$ cat config.mk
export PLATFORM = sky130hd
export DESIGN_NAME = reg_input_window
export DESIGN_NICKNAME = d
export VERILOG_FILES = /design/src/rtl/reg_input_window_pkg.sv /design/src/rtl/reg_line_slot.sv /design/src/rtl/reg_input_window.sv
export SDC_FILE = /design/constraint.sdc
export NUM_CORES = 1
export LEC_CHECK = 0
export ABC_AREA = 1
export CAP_MARGIN = 20
export CORE_ASPECT_RATIO = 1.2
export CORE_MARGIN = 10
export CORE_UTILIZATION = 60
export DETAILED_ROUTE_END_ITERATION = 8
export DONT_BUFFER_PORTS = 1
export PLACE_DENSITY_LB_ADDON = 0.05
export SETUP_SLACK_MARGIN = 0.3
export SLEW_MARGIN = 20
export SYNTH_ARGS = -nofsm -noshare
export SYNTH_HDL_FRONTEND = slang
export SYNTH_HIERARCHICAL = 1
export SYNTH_SLANG_ARGS = --single-unit
$ cat constraint.sdc
create_clock -name CLK -period 3.1 [get_ports CLK]
set_input_delay 0.62 -clock CLK [delete_from_list [all_inputs] [get_ports CLK]]
set_output_delay 0.62 -clock CLK [all_outputs]
set_load 0.03 [all_outputs]
$ cat src/rtl/reg_input_window_pkg.sv
// Shared constants and helpers for the reg_input_window line buffer.
//   PIX_W_DEF / PIXELS_DEF / DEPTH_DEF / PAD_TOP_DEF : default geometry
//   line_width() : packed width of one line (pixels * bits per pixel)
//   slot_lsb()   : LSB position of a window slot inside the packed DATA_OUT bus
package reg_input_window_pkg;

  localparam int unsigned PIX_W_DEF   = 8;
  localparam int unsigned PIXELS_DEF  = 9;
  localparam int unsigned DEPTH_DEF   = 4;
  localparam int unsigned PAD_TOP_DEF = 1;

  function automatic int unsigned line_width(input int unsigned pix_w,
                                             input int unsigned pixels);
    return pix_w * pixels;
  endfunction

  // Slot 0 (oldest line) sits at the LSBs of the window bus.
  function automatic int unsigned slot_lsb(input int unsigned slot,
                                           input int unsigned line_w);
    return slot * line_w;
  endfunction

endpackage

$ cat src/rtl/reg_line_slot.sv
// One line register of the window: LINE_W-bit enable register.
//   clk_i   : clock, rising edge
//   rst_ni  : asynchronous reset, active low (clears contents)
//   clear_i : synchronous clear, wins over en_i
//   en_i    : load d_i on this edge
//   d_i     : line to load
//   q_o     : stored line
module reg_line_slot
  import reg_input_window_pkg::*;
#(
  parameter int unsigned LINE_W = line_width(PIX_W_DEF, PIXELS_DEF)
) (
  input  logic              clk_i,
  input  logic              rst_ni,
  input  logic              clear_i,
  input  logic              en_i,
  input  logic [LINE_W-1:0] d_i,
  output logic [LINE_W-1:0] q_o
);

  logic [LINE_W-1:0] data_q;

  always_ff @(posedge clk_i or negedge rst_ni) begin
    if (!rst_ni) begin
      data_q <= '0;
    end else if (clear_i) begin
      data_q <= '0;
    end else if (en_i) begin
      data_q <= d_i;
    end
  end

  assign q_o = data_q;

endmodule

$ cat src/rtl/reg_input_window.sv
// Sliding vertical window of the last DEPTH input lines for the interpolator.
//   CLK, RST_ASYNC_N : clock (rising edge), async active-low reset
//   CLEAR            : synchronous flush, overrides all traffic
//   IN_VALID/IN_READY/IN_FIRST/DATA_IN : line input handshake; IN_FIRST marks
//                      the first line of a frame (replicated PAD_TOP extra times)
//   OUT_VALID/OUT_READY/DATA_OUT       : window output; slot 0 (oldest) at LSBs
//   LINE_COUNT       : valid lines currently held, 0..DEPTH
module reg_input_window
  import reg_input_window_pkg::*;
#(
  parameter  int unsigned PIX_W   = PIX_W_DEF,
  parameter  int unsigned PIXELS  = PIXELS_DEF,
  parameter  int unsigned DEPTH   = DEPTH_DEF,
  parameter  int unsigned PAD_TOP = PAD_TOP_DEF,
  localparam int unsigned LINE_W  = line_width(PIX_W, PIXELS),
  localparam int unsigned CNT_W   = $clog2(DEPTH + 1)
) (
  input  logic                    CLK,
  input  logic                    RST_ASYNC_N,
  input  logic                    CLEAR,
  input  logic                    IN_VALID,
  output logic                    IN_READY,
  input  logic                    IN_FIRST,
  input  logic [LINE_W-1:0]       DATA_IN,
  output logic                    OUT_VALID,
  input  logic                    OUT_READY,
  output logic [DEPTH*LINE_W-1:0] DATA_OUT,
  output logic [CNT_W-1:0]        LINE_COUNT
);

  if (DEPTH < 2 || DEPTH > 16) begin : g_bad_depth
    $error("reg_input_window: DEPTH must be in 2..16");
  end
  if (PAD_TOP > DEPTH - 1) begin : g_bad_pad
    $error("reg_input_window: PAD_TOP must be in 0..DEPTH-1");
  end

  localparam logic [CNT_W-1:0] CNT_FULL  = CNT_W'(DEPTH);
  localparam logic [CNT_W-1:0] CNT_FIRST = CNT_W'(PAD_TOP + 1);

  logic [CNT_W-1:0]  cnt_q, cnt_d;
  logic              out_valid_q, out_valid_d;
  logic              acc_in, acc_out, load_first, shift;
  logic [LINE_W-1:0] slot_q [DEPTH];
  logic [LINE_W-1:0] slot_d [DEPTH];
  logic [DEPTH-1:0]  slot_en;

  assign IN_READY = !out_valid_q || OUT_READY;

  // CLEAR masks both handshakes so a same-cycle transfer is dropped.
  assign acc_in     = IN_VALID && IN_READY && !CLEAR;
  assign acc_out    = out_valid_q && OUT_READY && !CLEAR;
  assign load_first = acc_in && IN_FIRST;
  assign shift      = acc_in && !IN_FIRST;

  // Simultaneous accept and consume: shift in, drop oldest, count stays full.
  always_comb begin
    cnt_d = cnt_q;
    if (CLEAR) begin
      cnt_d = '0;
    end else if (load_first) begin
      cnt_d = CNT_FIRST;
    end else if (acc_in && !acc_out) begin
      cnt_d = cnt_q + CNT_W'(1);
    end else if (acc_out && !acc_in) begin
      cnt_d = cnt_q - CNT_W'(1);
    end
    out_valid_d = (cnt_d == CNT_FULL);
  end

  always_ff @(posedge CLK or negedge RST_ASYNC_N) begin
    if (!RST_ASYNC_N) begin
      cnt_q       <= '0;
      out_valid_q <= 1'b0;
    end else begin
      cnt_q       <= cnt_d;
      out_valid_q <= out_valid_d;
    end
  end

  assign OUT_VALID  = out_valid_q;
  assign LINE_COUNT = cnt_q;

  for (genvar i = 0; i < DEPTH; i++) begin : g_slot
    // Top PAD_TOP+1 slots receive the first-of-frame line; lower ones keep stale data.
    localparam logic IS_PAD = (i >= int'(DEPTH - 1 - PAD_TOP));

    if (i == DEPTH - 1) begin : g_top
      assign slot_d[i] = DATA_IN;
    end else begin : g_mid
      assign slot_d[i] = load_first ? DATA_IN : slot_q[i+1];
    end

    assign slot_en[i] = shift || (load_first && IS_PAD);

    reg_line_slot #(
      .LINE_W (LINE_W)
    ) u_slot (
      .clk_i   (CLK),
      .rst_ni  (RST_ASYNC_N),
      .clear_i (CLEAR),
      .en_i    (slot_en[i]),
      .d_i     (slot_d[i]),
      .q_o     (slot_q[i])
    );

    assign DATA_OUT[slot_lsb(i, LINE_W) +: LINE_W] = slot_q[i];
  end

endmodule

# After elaboration in Yosys (flattened, before gate mapping)
# Cells that the tools add are included.
# op_classes
addsub	2
n_mul	0
n_div	0
magnitude_cmp	0
eq_ne	1
shift	0
n_mux	15
bitwise_logic	0
reduce_logical	17
# op_table
op	n
2-to-1 mux 72 bit	11
2-to-1 mux 3 bit	4
logical AND 1 bit	8
logical NOT 1 bit	5
nonzero test 2 bit	2
adder 3 x 1 -> 3 bit (second input constant)	1
equality test 3 bit (second input constant)	1
subtractor 3 x 1 -> 3 bit (second input constant)	1
logical OR 1 bit	2
# totals
regBits	292
latch_bits	0
mem_bits_rw	0
mem_bits_ro	0
in_bits	78
out_inout_bits	293
mem_count	0

# Logic depth before layout (Yosys ltp)
# logic_depth
depth_word	11
depth_mapped	10
depth_no_buf	9

# Modules after synthesis
# Netlist, hierarchy kept.
# modules_own_cells
module	n_inst	cells_each	area_per_inst_um2	seq_area_each_um2
reg_line_slot	4	312	2915.3	1801.7
reg_input_window	1	584	2404.8	100.1

# Least setup slack after synthesis
# Ideal clock, no wire load.
# synth_path
path_type	input to register
start	input port OUT_READY
end	register g_slot[2].u_slot.data_q[61]
setup_time_ps	65
arrival_ps	1719
t_required_ps	3035
path_slack_ps	1316
stages	9
cell_sequence	inv_1 > nand2_1 > nand3_2 > buf_4 > clkbuf_1 > nand2_1 > nand2_1 > nand3_1 > nand2_1
# synth_lines
element	line_no	text
from (decl)	reg_input_window.sv:26	input logic OUT_READY,
to (signal assigned)	reg_line_slot.sv:29	data_q <= d_i;
to (decl)	reg_line_slot.sv:21	logic [LINE_W-1:0] data_q;

# Final worst setup path
# layout_path
start	register out_valid_q (netlist: OUT_VALID)
end	register g_slot[0].u_slot.data_q[12]
# layout_lines
element	line_no	text
from (decl)	reg_input_window.sv:42	logic out_valid_q, out_valid_d;
from (signal assigned)	reg_input_window.sv:77	out_valid_q <= out_valid_d;
logical NOT 1 bit	reg_input_window.sv:48	assign IN_READY = !out_valid_q || OUT_READY;
logical OR 1 bit	reg_input_window.sv:48	
logical AND 1 bit (2 in a row)	reg_input_window.sv:51	assign acc_in = IN_VALID && IN_READY && !CLEAR;
logical AND 1 bit	reg_input_window.sv:54	assign shift = acc_in && !IN_FIRST;
via shift	reg_input_window.sv:43	logic acc_in, acc_out, load_first, shift;
nonzero test 2 bit (no line)	--	
to (signal assigned)	reg_line_slot.sv:29	
to (decl)	reg_line_slot.sv:21	
# The timed path passes the listed nets, and every way through them passes these cells. The select of a mux whose other input is x is not followed.
# A chain may end at the register's enable or synchronous reset.

==> reports/qor.yml <==
status: "complete, but fails checks"
violations: "hold timing"
place_congestion: 0.8533
final_layout_size_suffix_gt1_share_pct: 4.533
num_vias: 11990
hold_path.class: "input pin to asynchronous set/reset pin"
start_kind: "flip-flop"
max_freq_mhz: 480.2
relSlewSlack_pct: 32.91
area_growth_pct: 4.777
cts.reportedPaths.clkPinSlew_ps: 60
die_h_um: 187.7
rows: 61
synth_cells: 1832
end_kind: "flip-flop"
routedWlPerCell_um: 21.50
diodes: 0
crit_path_max_fanout: 50
power_density_nw_per_um2: 555.0
final_nets: 1851
nFillCells: 2088
syn-num-nets: 1912
yosysWarnings: 6
rsz0062_at_grt: "no"
cts_root_buffer: "clkbuf_16"
overflow: 0
port_buffers: 0
synth_cell_types: 18
ir_drop_mv: 0.4549
final_common_cell: "nand2_1"
rr_worst_depth: 7
drv_slew: 0
total_power_uw: 8179
grt_pass1_wl_um: 70120
required_ps: 3580
drv_cap: 0
whs_ps: -230.4
htreeDepth: 1
finalSetupTns_ps: 0
tightest_slew_ps: 1006
dpl.hpwl_um: 29130
numCtsBuffers: 30
clk_latency_ps: 540
p_leak_uw: 0.008917
ioPinCount: 371
cts_tree: "done"
clock_skew_ps: 14.60
clock_path_buffers: 3
hold_viol: 292
dieArea_um2: 29990
first_global_vias: 11680
synth.avg_cell_area_um2: 7.678
layout_common_cells: "1095 x nand2_1, 295 x nand3_1, 292 x dfrtp_1"
crit_type: "flip-flop to flip-flop"
grt.total_usage_pct: 28.88
finalSetupViolCount: 0
ys_seq_area_share_pct: 51.95
initial_utilization_pct: 60.82
coreArea_um2: 23130
antenna_found_initial: 0
antenna_left: 0
wl_um: 45180
avgViaCountPerCell: 5.702
synth_seq_cells: 292
r2r-end: "g_slot[0].u_slot/q_o[12]$_DFFE_PN0P_"
drtIter0Drc: 1197
dr.pass1.iters: 5
cts_sinks: 292
finalCriticalPeriod_ps: 2083
grt_max_degree: 293
reg2reg_from: "OUT_VALID$_DFF_PN0_"
die_w_um: 159.8
worstSetupStartpoint: "OUT_VALID$_DFF_PN0_"
syn_area_um2: 14070
rrSetupSlack_ps: 1020
critical_path_arrival_ps: 2570
min_period_over_period_pct: 67.18
drc: 0
## synthesized netlist by cell type
cell type / count / share of area [%]
clkbuf_8: 24 / 2.3
inv_2: 5 / 0.13
nor2_8: 4 / 0.57
inv_6: 1 / 0.062
nand3_2: 1 / 0.071
nand3_1: 295 / 10
nand3b_1: 1 / 0.053
clkbuf_1: 9 / 0.24
nor2_1: 3 / 0.080
buf_6: 11 / 0.88
ha_1: 2 / 0.18
buf_2: 41 / 1.5
inv_1: 12 / 0.32
nor2_4: 1 / 0.080
buf_4: 34 / 1.8
nand2_1: 1095 / 29
nand4_1: 1 / 0.045
dfrtp_1: 292 / 52
## final cells by class
type / instances / area, um2 / share of cell area [%]
Timing Repair Buffer: 26 / 282.8 / 1.919
Inverter: 18 / 75.07 / 0.5094
Sequential cell: 292 / 7307 / 49.58
Clock buffer: 46 / 912.1 / 6.189
Tap cell: 315 / 394.1 / 2.674
Clock inverter: 2 / 13.76 / 0.09339
Multi-Input combinational cell: 1403 / 5753 / 39.04
## per-stage QoR
| step | utilization (%) | std cells | cell area [um2] | worst slack [ps] | hold WS [ps] |
|---|---|---|---|---|---|
| final | 63.73 | 2102 | 14740 | 1017 | -230.4 |
| after global routing | 63.73 | 2102 | 14740 | 869.3 | -254.4 |
| after CTS | 63.73 | 2102 | 14740 | 1039 | -249.5 |
| after detailed placement | 59.73 | 2054 | 13810 | 715.7 | 334.6 |
| after global placement | 59.73 | 2054 | 13810 | 756.8 | 334.1 |
| after floorplan | - | 1832 | 14070 | 1316 | 324.4 |
## worst max-delay path, stage by stage, from the launching register on
cell	delay, ps
dfrtp_1	370
nand2_1	90
nand2_1	140
nor2_4	190
buf_4	350
buf_4	570
nand3_1	160
nand2_1	90
## routing by layer
layer  track usage (%)  wire length [um]  up-vias
met3             10.91              5848       68
met2             47.68             21510      617
met5                 0                 0        -
li1                  -                 -     5600
met4             9.583              1493        0
met1             34.11             16330     5700
## registers in the layout (all words and copies together) (netlist names)
signal / count
g_slot.u_slot/q_o: 288
LINE_COUNT: 3
OUT_VALID: 1
## how the worst max path moves through the flow
stage / depth (start not counted) / end / slack [ps]
2_1_floorplan: 9 / g_slot[2].u_slot/q_o[61]$_DFFE_PN0P_ / 1320
3_3_place_gp: 7 / g_slot[0].u_slot/q_o[8]$_DFFE_PN0P_ / 760
3_5_place_dp: 7 / g_slot[0].u_slot/q_o[12]$_DFFE_PN0P_ / 720
4_1_cts: 7 / g_slot[1].u_slot/q_o[32]$_DFFE_PN0P_ / 1040
5_1_grt: 7 / g_slot[0].u_slot/q_o[18]$_DFFE_PN0P_ / 870
6_report: 7 / g_slot[0].u_slot/q_o[12]$_DFFE_PN0P_ / 1020
## report_power, final
part	internal [uW]	switching, uW	total, uW
clock	1990	1460	3450
sequential	3890	279	4170
combinational	141	414	555
## kinds of logic after synthesis
family,Yosys count,synth area share [%]
adders and majority gates,2,0.1779
buffers and inverters,137,7.259
DFF,292,51.95
and+or+nand+nor,1401,40.62
## timing repair
action                                  in CTS  in global routing
endpoints found under the setup margin       0                  0
endpoints found under the hold margin      292                292
gates resized for setup                      0                  0
buffers inserted                             0                  0
Note: power is estimated with default switching activity, not from simulation.
